<file path="config.mk">
export PLATFORM = sky130hd
export DESIGN_NAME = iir_out_fifo
export DESIGN_NICKNAME = d
export VERILOG_FILES = /design/src/rtl/iir_pkg.sv /design/src/rtl/iir_fifo_mem.sv /design/src/rtl/iir_out_fifo.sv
export SDC_FILE = /design/constraint.sdc
export NUM_CORES = 1
export LEC_CHECK = 0
export CORE_UTILIZATION = 55
export CTS_CLUSTER_DIAMETER = 40
export DETAILED_ROUTE_END_ITERATION = 16
export PLACE_DENSITY = 0.86
export SLEW_MARGIN = 0
export SYNTH_ARGS = -nofsm -noshare
export SYNTH_HDL_FRONTEND = slang
export SYNTH_SLANG_ARGS = --single-unit
</file>
<file path="constraint.sdc">
create_clock -name CLK -period 3.5 [get_ports CLK]
set_input_delay 0.7 -clock CLK [delete_from_list [all_inputs] [get_ports CLK]]
set_output_delay 0.7 -clock CLK [all_outputs]
set_load 0.01 [all_outputs]
</file>
<file path="src/rtl/iir_pkg.sv">
`default_nettype none
// ============================================================================
// Module : iir_pkg
// Brief  : Shared widths and sizing constants for the IIR datapath blocks.
// Rev    : 1.0
// ============================================================================
package iir_pkg;

    localparam int DATA_W         = 12;
    localparam int OUT_FIFO_DEPTH = 8;
    localparam int OUT_FIFO_AF    = 6;

endpackage : iir_pkg
`default_nettype wire

</file>
<file path="src/rtl/iir_fifo_mem.sv">
`default_nettype none
// ============================================================================
// Module : iir_fifo_mem
// Brief  : DEPTH x DW register file, one synchronous write, one async read.
// Rev    : 1.0
// ============================================================================
module iir_fifo_mem #(
    parameter int DW    = 12,
    parameter int DEPTH = 8,
    parameter int AW    = $clog2(DEPTH)
) (
    input  logic          clk,
    input  logic          i_we,
    input  logic [AW-1:0] i_waddr,
    input  logic [DW-1:0] i_wdata,
    input  logic [AW-1:0] i_raddr,
    output logic [DW-1:0] o_rdata
);

    // Contents are deliberately left unreset; occupancy tracking guards reads.
    logic [DW-1:0] r_mem [DEPTH];

    always_ff @(posedge clk) begin
        if (i_we) begin
            r_mem[i_waddr] <= i_wdata;
        end
    end

    assign o_rdata = r_mem[i_raddr];

endmodule : iir_fifo_mem
`default_nettype wire

</file>
<file path="src/rtl/iir_out_fifo.sv">
`default_nettype none
// ============================================================================
// Module : iir_out_fifo
// Brief  : FWFT elastic buffer behind the IIR filter, drops on full with
//          a sticky overflow flag.
// Rev    : 1.0
// ============================================================================
module iir_out_fifo
    import iir_pkg::*;
#(
    parameter int DW       = DATA_W,
    parameter int DEPTH    = OUT_FIFO_DEPTH,
    parameter int AF_LEVEL = OUT_FIFO_AF
) (
    input  logic                   CLK,
    input  logic                   RST,
    input  logic [DW-1:0]          DIN,
    input  logic                   VIN,
    output logic [DW-1:0]          DOUT,
    output logic                   VOUT,
    input  logic                   READY,
    output logic [$clog2(DEPTH):0] COUNT,
    output logic                   ALMOST_FULL,
    output logic                   OVF,
    input  logic                   CLR_OVF
);

    localparam int AW = $clog2(DEPTH);
    localparam int CW = AW + 1;

    localparam logic [CW-1:0] c_DEPTH    = DEPTH[CW-1:0];
    localparam logic [CW-1:0] c_AF_LEVEL = AF_LEVEL[CW-1:0];
    localparam logic [CW-1:0] c_CNT_ONE  = {{(CW-1){1'b0}}, 1'b1};
    localparam logic [AW-1:0] c_PTR_ONE  = {{(AW-1){1'b0}}, 1'b1};

    logic [AW-1:0] r_wp;
    logic [AW-1:0] r_rp;
    logic [CW-1:0] r_count;
    logic          r_af;
    logic          r_ovf;

    logic          w_full;
    logic          w_empty;
    logic          w_push;
    logic          w_pop;
    logic          w_drop;
    logic [CW-1:0] w_count_nxt;
    logic [DW-1:0] w_rdata;

    assign w_full  = (r_count == c_DEPTH);
    assign w_empty = (r_count == '0);
    // READY only matters while a sample is presented, so X on READY is harmless.
    assign w_pop   = !w_empty && READY;
    assign w_push  = VIN && (!w_full || w_pop);
    assign w_drop  = VIN && w_full && !w_pop;

    always_comb begin
        w_count_nxt = r_count;
        case ({w_push, w_pop})
            2'b10:   w_count_nxt = r_count + c_CNT_ONE;
            2'b01:   w_count_nxt = r_count - c_CNT_ONE;
            default: w_count_nxt = r_count;
        endcase
    end

    always_ff @(posedge CLK or posedge RST) begin
        if (RST) begin
            r_wp    <= '0;
            r_rp    <= '0;
            r_count <= '0;
            r_af    <= 1'b0;
            r_ovf   <= 1'b0;
        end else begin
            if (w_push) begin
                r_wp <= r_wp + c_PTR_ONE;
            end
            if (w_pop) begin
                r_rp <= r_rp + c_PTR_ONE;
            end
            r_count <= w_count_nxt;
            r_af    <= (w_count_nxt >= c_AF_LEVEL);
            if (CLR_OVF) begin
                r_ovf <= 1'b0;
            end else if (w_drop) begin
                r_ovf <= 1'b1;
            end
        end
    end

    iir_fifo_mem #(
        .DW    (DW),
        .DEPTH (DEPTH),
        .AW    (AW)
    ) u_mem (
        .clk     (CLK),
        .i_we    (w_push),
        .i_waddr (r_wp),
        .i_wdata (DIN),
        .i_raddr (r_rp),
        .o_rdata (w_rdata)
    );

    assign VOUT        = !w_empty;
    assign DOUT        = w_empty ? '0 : w_rdata;
    assign COUNT       = r_count;
    assign ALMOST_FULL = r_af;
    assign OVF         = r_ovf;

endmodule : iir_out_fifo
`default_nettype wire
</file>
Word-level counts from Yosys, hierarchy flattened --
Memories as Yosys holds them, arrays and structs flattened. Cells that the tools add are included.
Operators by class: magnitude comparators 1, reductions and logical operators 10, mux-type cells 6, eq/ne operators 3, add/sub/neg operators 4
Operator list (number):
- 12-bit 2-to-1 mux | 1
- 4-bit case mux with 2 select lines | 1
- 3-bit by 1-bit adder with 3-bit output (second input constant) | 2
- 4-bit by 1-bit adder with 4-bit output (second input constant) | 1
- 4-bit equality test (second input constant) | 1
- 4-bit by 3-bit >= comparator with 1-bit output (second input constant) | 1
- 1-bit logical AND | 4
- 4-bit logical NOT | 1
- 1-bit 2-to-1 mux | 4
- 4-bit by 1-bit subtractor with 4-bit output (second input constant) | 1
- 1-bit logical NOT | 3
- 2-bit by 1-bit equality test with 1-bit output (second input constant) | 1
- 2-bit equality test (second input constant) | 1
- 2-bit nonzero test | 1
- 1-bit logical OR | 1
Word-level totals: memory bits (writable) 96, memories kept 1, output and inout port bits 19, input bits 17, bits in registers 12, logic and storage cells 30
Memory list:
- u_mem.r_mem | words 8, bits a word 12, read ports 1, clocked after memory_dff 0, wr ports 1, RTL line iir_fifo_mem.sv:21 | logic [DW-1:0] r_mem [DEPTH];

Logic depth before layout (Yosys ltp) --
depth in word-level cells 8, gate-level depth with buffers 8, gate-level depth less buffers 7

Hierarchy --
A second synthesis with hierarchy kept.
Unflattened totals: cell total of the unflattened synthesis 239, area total of the unflattened synthesis 4565.6 um^2
Modules (own cells, without submodules):
- iir_fifo_mem | area an instance 3747.3 um^2, sequential area each 2882.8 um^2, instances 1, cells each 152
- iir_out_fifo | area an instance 818.3 um^2, sequential area each 300.3 um^2, instances 1, cells each 87

Worst setup path after synthesis --
OpenSTA, ideal clock, no wires.
kind flip-flop to flip-flop, start point register r_count[0], in the netlist COUNT[0], end point register r_af, in the netlist ALMOST_FULL, data arrival time 2.560 ns, library setup time 0.139 ns, buffers on the path 1, path slack 0.802 ns, stages on the path, launching flop included 9, period minus slack after synthesis 2.698 ns, required time 3.361 ns, cell sequence dfrtp_1 -> buf_2 -> o41ai_2 -> nor2_1 -> xor2_1 -> ha_1 -> or4_1 -> and4b_1 -> or4_1
On the way: longest elaborated chain between the ends 8, elaborated cells between the ends (all ways) 13, those cells by class 2 x add/sub; 1 x order compare; 3 x eq/ne; 1 x mux; 6 x reduce/logical
Ends and longest elaborated chain:
- start, declared | RTL line iir_out_fifo.sv:38 | logic [CW-1:0] r_count;
- start signal, assigned | RTL line iir_out_fifo.sv:80 | r_count <= w_count_nxt;
- 4-bit logical NOT | RTL line iir_out_fifo.sv:51 | assign w_empty = (r_count == '0);
- 1-bit logical NOT | RTL line iir_out_fifo.sv:53 | assign w_pop = !w_empty && READY;
- 1-bit logical AND | RTL line iir_out_fifo.sv:53
- 1-bit logical OR | RTL line iir_out_fifo.sv:54 | assign w_push = VIN && (!w_full || w_pop);
- 1-bit logical AND | RTL line iir_out_fifo.sv:54
- 2-bit by 1-bit equality test with 1-bit output or 2-bit equality test (tied branches) | RTL line iir_out_fifo.sv:59 | case ({w_push, w_pop})
- 4-bit case mux with 2 select lines * | RTL line iir_out_fifo.sv:59
- 4-bit by 3-bit >= comparator with 1-bit output * | RTL line iir_out_fifo.sv:81 | r_af <= (w_count_nxt >= c_AF_LEVEL);
- end signal, assigned | RTL line iir_out_fifo.sv:81
- end, declared | RTL line iir_out_fifo.sv:39 | logic r_af;
Every way passes the cells marked *; elsewhere a longest branch is shown, timed or not. A chain may end at the register's enable or synchronous reset.

Final worst setup path --
start point register r_rp[0], end point output port DOUT[1]
On the way: longest elaborated chain between the ends 2
Ends and longest elaborated chain:
- start, declared | RTL line iir_out_fifo.sv:37 | logic [AW-1:0] r_rp;
- start signal, assigned | RTL line iir_out_fifo.sv:78 | r_rp <= r_rp + c_PTR_ONE;
- memory 8 x 12 bit
- 12-bit 2-to-1 mux | RTL line iir_out_fifo.sv:104 | assign DOUT = w_empty ? '0 : w_rdata;
- end, declared | RTL line iir_out_fifo.sv:19 | output logic [DW-1:0] DOUT,
No other way between the ends.

==> metrics.yaml <==
placed_design:
  pre_cts_ws_ns: 0.312
  hpwl_um: 5110
  gp_congestion: 0.777
  port_buffers: 35
critical_path:
  crit_path_max_incr_delay_ns: 0.54
  worstRegToRegCells: 7
  path_buf_inv: 2
  cp_slowest_cell: "mux4_2"
  crit_chain: "buf_12 > mux4_2 > mux2i_1 > nor2_1 > clkdlybuf4s50_1"
  worstPathRequired_ns: 2.80
  path_max_fanout: 26
  critical_path_arrival_ns: 2.29
  r2r-start: "COUNT[2]"
  crit_path_start_kind: "register"
  crit_type: "reg2out"
  cp_top_family: "multiplexers"
  cp-end-kind: "primary output"
  r2r_setup_slack_ns: 0.58
  rr_endpoint: "ALMOST_FULL"
layout:
  num_antenna_cells: 0
  areaGrowthSynthToFinish_pct: 17.6
  multi_input_area_um2: 1130
  fin_nets: 302
  regArea_um2: 3180
  drive_above_1_share_pct: 24.4
  fillers: 474
timing:
  hold_viol: 0
  min_period_ns: 2.99
  drv_slew: 0
  fin_crit_sh_pct: 85.5
  setup_violations: 0
  skew_ns: 0.00842
  setup_slack_ns: 0.509
  fmax_mhz: 334
  final.setup.tns_ns: 0
  maxSlewHeadroom_pct: 61.6
  tightest_slew_ns: 0.576
  rsz0062_at_grt: "no"
synth:
  synthArstFlopShare_pct: 11.1
  ys.warnings.count: 0
  synth_ff_type: "edfxtp_1"
  avgSynthCellArea_um2: 19.3
  synth_top_area_share_pct: 65.9
  ys_seq_elements: 108
  synthTopCellsByCount: "edfxtp_1, mux4_2, nor2_1"
  synth_seq_area_share_pct: 72.8
  synth_cell_types: 37
  synth_edf_count: 96
  syn_nets: 246
  synthCells: 226
  synth_top_area_cell: "edfxtp_1"
  synth.area.top_cells: "edfxtp_1, mux4_2, dfrtp_1"
  synthMostInstantiatedCell: "edfxtp_1"
  synth_area_um2: 4370
power_and_ir_drop:
  power_density_nw_per_um2: 783
  p_sw_mw: 1.28
  pwr-share-seq_pct: 44.8
  power.internal_mw: 2.75
  combPwrFrac_pct: 39.2
  vdd_drop_max_v: 0.000376
  leakagePower_nw: 1.77
  p_total_mw: 4.03
  switching_share_pct: 31.8
  p_clk_share_pct: 16.0
hold_path:
  hold_start: "OVF"
  hold_depth: 2
  hp-class: "reg2reg"
  holdPathEnd: "OVF"
status:
  status: "completed"
clock_tree:
  postCtsHoldBufs: 0
  clk_pin_slew_ns: 0.09
  clockBufferDepth: 2
  clk_latency_ns: 0.35
  cts_tree: "yes"
  cts_root_buffer: "clkbuf_8"
  cts_num_sinks: 108
  post_cts_resize_count: 0
  cts.htree.levels: 3
  postCtsSetupBuffers: 0
  cts_buffers: 9
floorplan:
  start_util_pct: 56.6
  die_x_um: 91.2
  core_area_um2: 7730
  die_y_um: 91.2
  io-pin-count: 36
  rows: 32
  die_area_um2: 8310
global_routing:
  grt_use_total_pct: 20.5
  grt_start_max_net_pins: 27
  antenna_found_initial: 0
  grt_pass1_vias: 2379
  grt_pass1_wl_um: 12300
  globalRouteOverflowTotal: 0
drt:
  vias: 2245
  post_drt_wl_per_cell_um: 19.8
  routed_via_density: 5.77
  drt_iter0_drc: 142
  ant_nets: 0
  drc: 0
  wl_um: 7710
  drtPass1Iterations: 4
flow_run:
  drv_cap: 0
[cell type report]
cell class | count | share of cell area, %
clock buffers | 9 | 2.41
clock inverters | 7 | 0.803
inverters | 3 | 0.219
multi-input cells | 103 | 21.9
flip-flops and latches | 108 | 61.9
well taps | 102 | 2.48
repair buffers | 57 | 10.3
[routing by layer]
metal  vias up  GRT usage [%]  wire (µm)
li1       1012              -          -
met1      1124           26.1       3100
met2        88           33.8       3960
met3        21           3.94        415
met4         0           10.3        238
met5         -              0          0
[stage by stage]
stage	cells	cell area, µm²	util [%]	hold slack [ns]
after floorplan	226	4370	-	0.480
after CTS	389	5140	66.6	0.520
after global routing	389	5140	66.6	0.556
final	389	5140	66.6	0.515
after detailed placement	373	4980	64.4	0.498
after global placement	373	4980	64.4	0.493
[state kept, by name, indices dropped and copies added, names as in the netlist]
register	cells
r_wp	3
r_rp	3
ALMOST_FULL	1
u_mem.r_mem	96
OVF	1
COUNT	4
[worst register-to-register path, delay by kind of cell (launching register included)]
kind | cells | cell delay, ns
and+or+nand+nor | 4 | 1.27
adders and majority gates | 1 | 0.20
DFF | 1 | 0.53
xor gates and xnor gates | 1 | 0.16
AOI/OAI and AO/OA | 1 | 0.63
[power groups by stage]
stage / combinational (mW) / sequential, mW / clock (mW)
final: 1.58 / 1.81 / 0.645
after global routing: 1.71 / 1.83 / 0.703
after CTS: 1.60 / 1.81 / 0.656
after detailed placement: 1.60 / 1.84 / 0
after global placement: 1.56 / 1.82 / 0
after floorplan: 1.02 / 1.74 / 0
[kinds of logic (layout without fill, tap and decap cells)]
group	after synthesis	count (layout)	synth area share, %
adder cells (fa/ha/maj)	3	3	0.858
multiplexers	39	39	15.9
AND/OR/NAND/NOR	44	44	5.32
AO/OA/AOI/OAI	10	10	2.15
buffers and inverters	15	76	1.63
flip-flops	108	108	72.8
XOR/XNOR	7	7	1.40
[layout by cell type (no fill, tap or decap), types with 3 or more instances in the layout]
cell type	netlist	routed
ha_1	3	3
mux4_2	24	24
xor2_1	3	3
edfxtp_1	96	96
nand2_1	5	5
dfrtp_1	12	12
nand2b_1	3	3
xnor2_1	4	4
clkdlybuf4s50_1	0	35
clkinv_1	0	3
buf_4	1	21
clkbuf_8	0	9
mux2i_1	13	13
nor2_1	21	21
[how the worst max path moves through the flow]
stage	start	end	slack, ns	depth (start not counted)
global placement	READY	ALMOST_FULL	0.38	8
detailed placement	READY	ALMOST_FULL	0.31	8
floorplan	COUNT[0]	ALMOST_FULL	0.80	8
CTS	r_rp[0]	DOUT[1]	0.45	5
finish	r_rp[0]	DOUT[1]	0.51	5
global route	r_rp[0]	DOUT[6]	0.40	5
(Power assumes the default switching activity.)
